[src/rtl/pa_noc_pkg.sv]
// Shared NoC router definitions: packet width, port indices and
// arbiter state encoding.
package pa_noc;

    localparam int PACKET_WIDTH     = 32;
    localparam int NUM_ROUTER_PORTS = 5;

    localparam int PORT_NI    = 4;
    localparam int PORT_NORTH = 3;
    localparam int PORT_SOUTH = 2;
    localparam int PORT_EAST  = 1;
    localparam int PORT_WEST  = 0;

    typedef enum logic {
        ARB_EMPTY = 1'b0,
        ARB_HOLD  = 1'b1
    } arb_state_t;

endpackage

[src/rtl/rr_priority_picker.sv]
// Combinational round-robin picker: first request strictly after
// i_last_grant, wrapping, via a doubled request vector.
module rr_priority_picker #(
    parameter  int NUM_REQ = 5,
    localparam int IDX_W   = $clog2(NUM_REQ)
) (
    input  logic [NUM_REQ-1:0] i_req,
    input  logic [IDX_W-1:0]   i_last_grant,
    output logic [NUM_REQ-1:0] o_grant,
    output logic [IDX_W-1:0]   o_grant_idx,
    output logic               o_any_req
);

    logic [2*NUM_REQ-1:0] dbl_req;
    logic [2*NUM_REQ-1:0] mask;
    logic [2*NUM_REQ-1:0] masked;
    logic                 found;

    // Upper copy of the requests covers the wrap-around search.
    always_comb begin
        dbl_req = {i_req, i_req};
        for (int j = 0; j < 2*NUM_REQ; j++) begin
            mask[j] = (j > int'(i_last_grant));
        end
        masked = dbl_req & mask;
    end

    always_comb begin
        found       = 1'b0;
        o_grant_idx = '0;
        o_grant     = '0;
        for (int j = 0; j < 2*NUM_REQ; j++) begin
            if (masked[j] && !found) begin
                found = 1'b1;
                if (j >= NUM_REQ) begin
                    o_grant_idx = IDX_W'(j - NUM_REQ);
                end else begin
                    o_grant_idx = IDX_W'(j);
                end
            end
        end
        o_any_req = |i_req;
        if (found) begin
            o_grant[o_grant_idx] = 1'b1;
        end
    end

endmodule

[src/rtl/rr_packet_arbiter.sv]
// Round-robin arbiter popping one input FIFO per load into a holding
// register that is presented until the route stage accepts it.
module rr_packet_arbiter #(
    parameter  int NUM_REQ      = pa_noc::NUM_ROUTER_PORTS,
    localparam int PACKET_WIDTH = pa_noc::PACKET_WIDTH,
    localparam int IDX_W        = $clog2(NUM_REQ)
) (
    input  logic                    i_clk,
    input  logic                    i_rst,
    input  logic [NUM_REQ-1:0]      i_fifoHasPacket,
    input  logic [PACKET_WIDTH-1:0] i_fifoReadData [NUM_REQ],
    input  logic                    i_arbiterReady,
    output logic [NUM_REQ-1:0]      o_fifoReadEn,
    output logic [PACKET_WIDTH-1:0] o_packet,
    output logic                    o_packetIsValid,
    output logic [IDX_W-1:0]        o_grantIdx
);

    import pa_noc::arb_state_t;
    import pa_noc::ARB_EMPTY;
    import pa_noc::ARB_HOLD;

    arb_state_t              state_q, state_d;
    logic [PACKET_WIDTH-1:0] packet_q, packet_d;
    logic [IDX_W-1:0]        grant_idx_q, grant_idx_d;
    logic [IDX_W-1:0]        last_grant_q, last_grant_d;

    logic [NUM_REQ-1:0] pick_oh;
    logic [IDX_W-1:0]   pick_idx;
    logic               any_req;
    logic               load;

    rr_priority_picker #(
        .NUM_REQ (NUM_REQ)
    ) u_picker (
        .i_req        (i_fifoHasPacket),
        .i_last_grant (last_grant_q),
        .o_grant      (pick_oh),
        .o_grant_idx  (pick_idx),
        .o_any_req    (any_req)
    );

    // No pop during reset: the popped word would be lost.
    always_comb begin
        load = any_req && !i_rst
            && ((state_q == ARB_EMPTY) || i_arbiterReady);
        state_d      = state_q;
        packet_d     = packet_q;
        grant_idx_d  = grant_idx_q;
        last_grant_d = last_grant_q;
        if (load) begin
            state_d      = ARB_HOLD;
            packet_d     = i_fifoReadData[pick_idx];
            grant_idx_d  = pick_idx;
            last_grant_d = pick_idx;
        end else if (state_q == ARB_HOLD && i_arbiterReady) begin
            state_d  = ARB_EMPTY;
            packet_d = '0;
        end
    end

    always_ff @(posedge i_clk) begin
        if (i_rst) begin
            state_q      <= ARB_EMPTY;
            packet_q     <= '0;
            grant_idx_q  <= '0;
            last_grant_q <= IDX_W'(NUM_REQ - 1);
        end else begin
            state_q      <= state_d;
            packet_q     <= packet_d;
            grant_idx_q  <= grant_idx_d;
            last_grant_q <= last_grant_d;
        end
    end

    assign o_fifoReadEn    = load ? pick_oh : '0;
    assign o_packet        = packet_q;
    assign o_packetIsValid = (state_q == ARB_HOLD);
    assign o_grantIdx      = grant_idx_q;

endmodule

[config.mk]
export PLATFORM = sky130hd
export DESIGN_NAME = rr_packet_arbiter
export DESIGN_NICKNAME = d
export VERILOG_FILES = /design/src/rtl/pa_noc_pkg.sv /design/src/rtl/rr_priority_picker.sv /design/src/rtl/rr_packet_arbiter.sv
export SDC_FILE = /design/constraint.sdc
export NUM_CORES = 1
export LEC_CHECK = 0
export CAP_MARGIN = 0
export CORE_ASPECT_RATIO = 0.7
export CORE_UTILIZATION = 38
export CTS_CLUSTER_DIAMETER = 50
export DETAILED_ROUTE_END_ITERATION = 8
export GPL_ROUTABILITY_DRIVEN = 0
export GPL_TIMING_DRIVEN = 0
export PLACE_DENSITY = 0.89
export SYNTH_ARGS = -nofsm -noshare
export SYNTH_HDL_FRONTEND = slang
export SYNTH_SLANG_ARGS = --single-unit
[constraint.sdc]
create_clock -name i_clk -period 5.92 [get_ports i_clk]
set_input_delay 0.592 -clock i_clk [delete_from_list [all_inputs] [get_ports i_clk]]
set_output_delay 0.592 -clock i_clk [all_outputs]
set_load 0.02 [all_outputs]
==> results.toml <==
[drt]
drc = 0
viasPerCell = 5.74
num_vias = 4252
ant_nets = 0
wirelength_mm = 12.9
wire_per_inst_um = 17.5
dr.first_iter.drc_count = 375
first_pass_iters = 5

[synthesis]
synth_top_cell_area_share_pct = 25.8
synth_nets = 596
synth_edf_count = 0
synth-async-reset-ratio_pct = 0
post-synth-top-count-cell = "nand2_1"
syn-cell-area_um2 = 2870
ys_ff_latch = 37
synth_area_leaders = "dfxtp_1 26%, nand2_1 22%, nand4_1 14%"
synth_cell_types = 35
yosys_warnings = 0
syn_inst = 428
synth_top_cell_by_area = "dfxtp_1"
yosysSeqAreaShare_pct = 25.8
synthTopCellsByCount = "167 x nand2_1, 64 x nand4_1, 37 x dfxtp_1, 33 x and3_1, 32 x a221o_1"
ys.flop_type = "dfxtp_1"
synth_area_per_cell_um2 = 6.70

[timing]
finalSetupViolations = 0
skew_ns = 0.00501
tightest_slew_ns = 0.546
rsz0062_at_grt = "false"
finalWorstSetupSlack_ns = 1.97
tns_ns = 0
finalMaxSlewViolations = 0
fin_crit_sh_pct = 66.7
hold_viol = 0
fmaxAchievable_ghz = 0.253
worst_slew_margin_rel_pct = 63.3
post-route-min-period_ns = 3.95

[floorplanning]
start_util_pct = 39.4
io_pins = 209
die_width_um = 106
rows = 26
core_area_um2 = 7290
fp.dieH_um = 74.7
die-area_um2 = 7910

[clocking]
cts_tree = "built"
cts_buffers = 5
insertion_delay_ns = 0.29
path_clk_slew_ns = 0.08
cts-root-buf = "clkbuf_8"
clock-sinks = 37
cts_resized = 0
clockBufferDepth = 2
hold_buffers = 0
htreeDepth = 2
postCtsSetupBuffers = 0

[global_routing]
antenna_found_initial = 0
grt_pass1_wl_mm = 19.5
grt_overflow = 0
grt_pass1_vias = 4023
track_usage_pct = 31.1
grt_max_degree = 12

[final_layout]
final_util_pct = 71.1
nets = 810
num_antenna_cells = 0
drive_gt1_share_pct = 5.91
synthToLayoutAreaGrowth_pct = 80.5
final_area_um2 = 5180

[power]
power_density_nw_per_um2 = 245
irDropWorstVdd_v = 0.000173
leakagePower_nw = 2.15

[worst_setup_path]
end_kind = "output pin"
r2r_setup_slack_ns = 3.64
cp_data_arrival_time_ns = 3.36
critical_path_class = "primary input to output pin"
start_kind = "primary input"
cp.required_ns = 5.33
crit_fanout = 10

[place]
port_buffers = 207
postPlaceCellArea_um2 = 5060
dp_slack_ns = 2.02
place_hpwl_mm = 9.71

[outcome]
status = "finished, final reports clean"

[worst_hold_path]
min_path_type = "register to register"

[flow_run]
cap_violations = 0
-- registers in the layout, summed over array words and instances (netlist names) --
| signal | cells |
|---|---|
| o_packet | 32 |
| last_grant_q | 1 |
| o_grantIdx | 3 |
| o_packetIsValid | 1 |
-- cell usage in the layout, fill, tap and decap left out, types with 2 or more instances in the layout --
cell type	n
o21a_1	2
buf_6	7
buf_4	3
buf_2	18
nor3_1	2
a221o_1	32
or3_1	2
nand3_1	2
a21o_1	4
nor2b_1	6
clkdlybuf4s50_1	207
clkbuf_8	6
clkbuf_1	15
inv_1	2
nand2b_1	3
nand4_1	64
dfxtp_1	37
nand3b_1	2
o21ai_0	2
nor2_1	8
nand2_1	167
a21oi_1	4
and3_1	33
-- report_power, final --
| group | internal, mW | switching, mW | total, mW |
|---|---|---|---|
| clock | 0.138 | 0.0962 | 0.234 |
| sequential | 0.301 | 0.0416 | 0.343 |
| combinational | 0.340 | 0.352 | 0.692 |
| total | 0.779 | 0.490 | 1.27 |
-- metrics by stage --
step	std cells	total power, mW	hold slack (ns)
2_1_floorplan	428	0.708	0.533
3_3_place_gp	733	1.01	0.446
3_5_place_dp	733	1.03	0.454
4_1_cts	741	1.26	0.468
5_1_grt	741	1.34	0.502
6_report	741	1.27	0.466
-- kinds of logic after synthesis --
group / count (synthesis) / share of synthesized area, %
simple gates: 293 / 48.8
flops: 37 / 25.8
compound gates: 53 / 16.3
buf+inv: 44 / 8.77
mux: 1 / 0.349
-- layout make-up --
| cell class | instances | area (µm²) |
|---|---|---|
| fillers | 613 | 2110 |
| repair buffers | 207 | 2070 |
| multi-input cells | 347 | 1880 |
| flip-flops and latches | 37 | 741 |
| plain buffers | 42 | 244 |
| well taps | 98 | 123 |
| clock buffers | 7 | 86.3 |
| clock inverters | 1 | 30.0 |
| inverters | 2 | 7.51 |
-- routing by layer --
metal	GRT usage (%)	share of wire, %
met4	9.26	1.9
met3	7.62	10
met5	0	0
met1	38.7	40
met2	54.5	47
-- path summary, 6_finish.rpt --
| check | from | end | depth (start not counted) |
|---|---|---|---|
| setup / recovery | i_fifoHasPacket[3] | o_fifoReadEn[1] | 10 |
| hold / removal | o_grantIdx[2]$_SDFFE_PP0P_ | o_grantIdx[2]$_SDFFE_PP0P_ | 2 |
| setup reg to reg | o_grantIdx[1]$_SDFFE_PP0P_ | o_packet[5]$_SDFFE_PP0P_ | 9 |
| hold reg to reg | o_grantIdx[2]$_SDFFE_PP0P_ | o_grantIdx[2]$_SDFFE_PP0P_ | 2 |
-- worst max-delay path, stage by stage --
cell and delay (ns):
clkdlybuf4s50_1 0.55, inv_1 0.13, o32a_1 0.31, nor2_1 0.14, a21o_1 0.14, buf_2 0.22
buf_2 0.29, nand3_1 0.18, nor2b_1 0.17, clkdlybuf4s50_1 0.62
No activity file was read; power rests on OpenSTA's default activity.
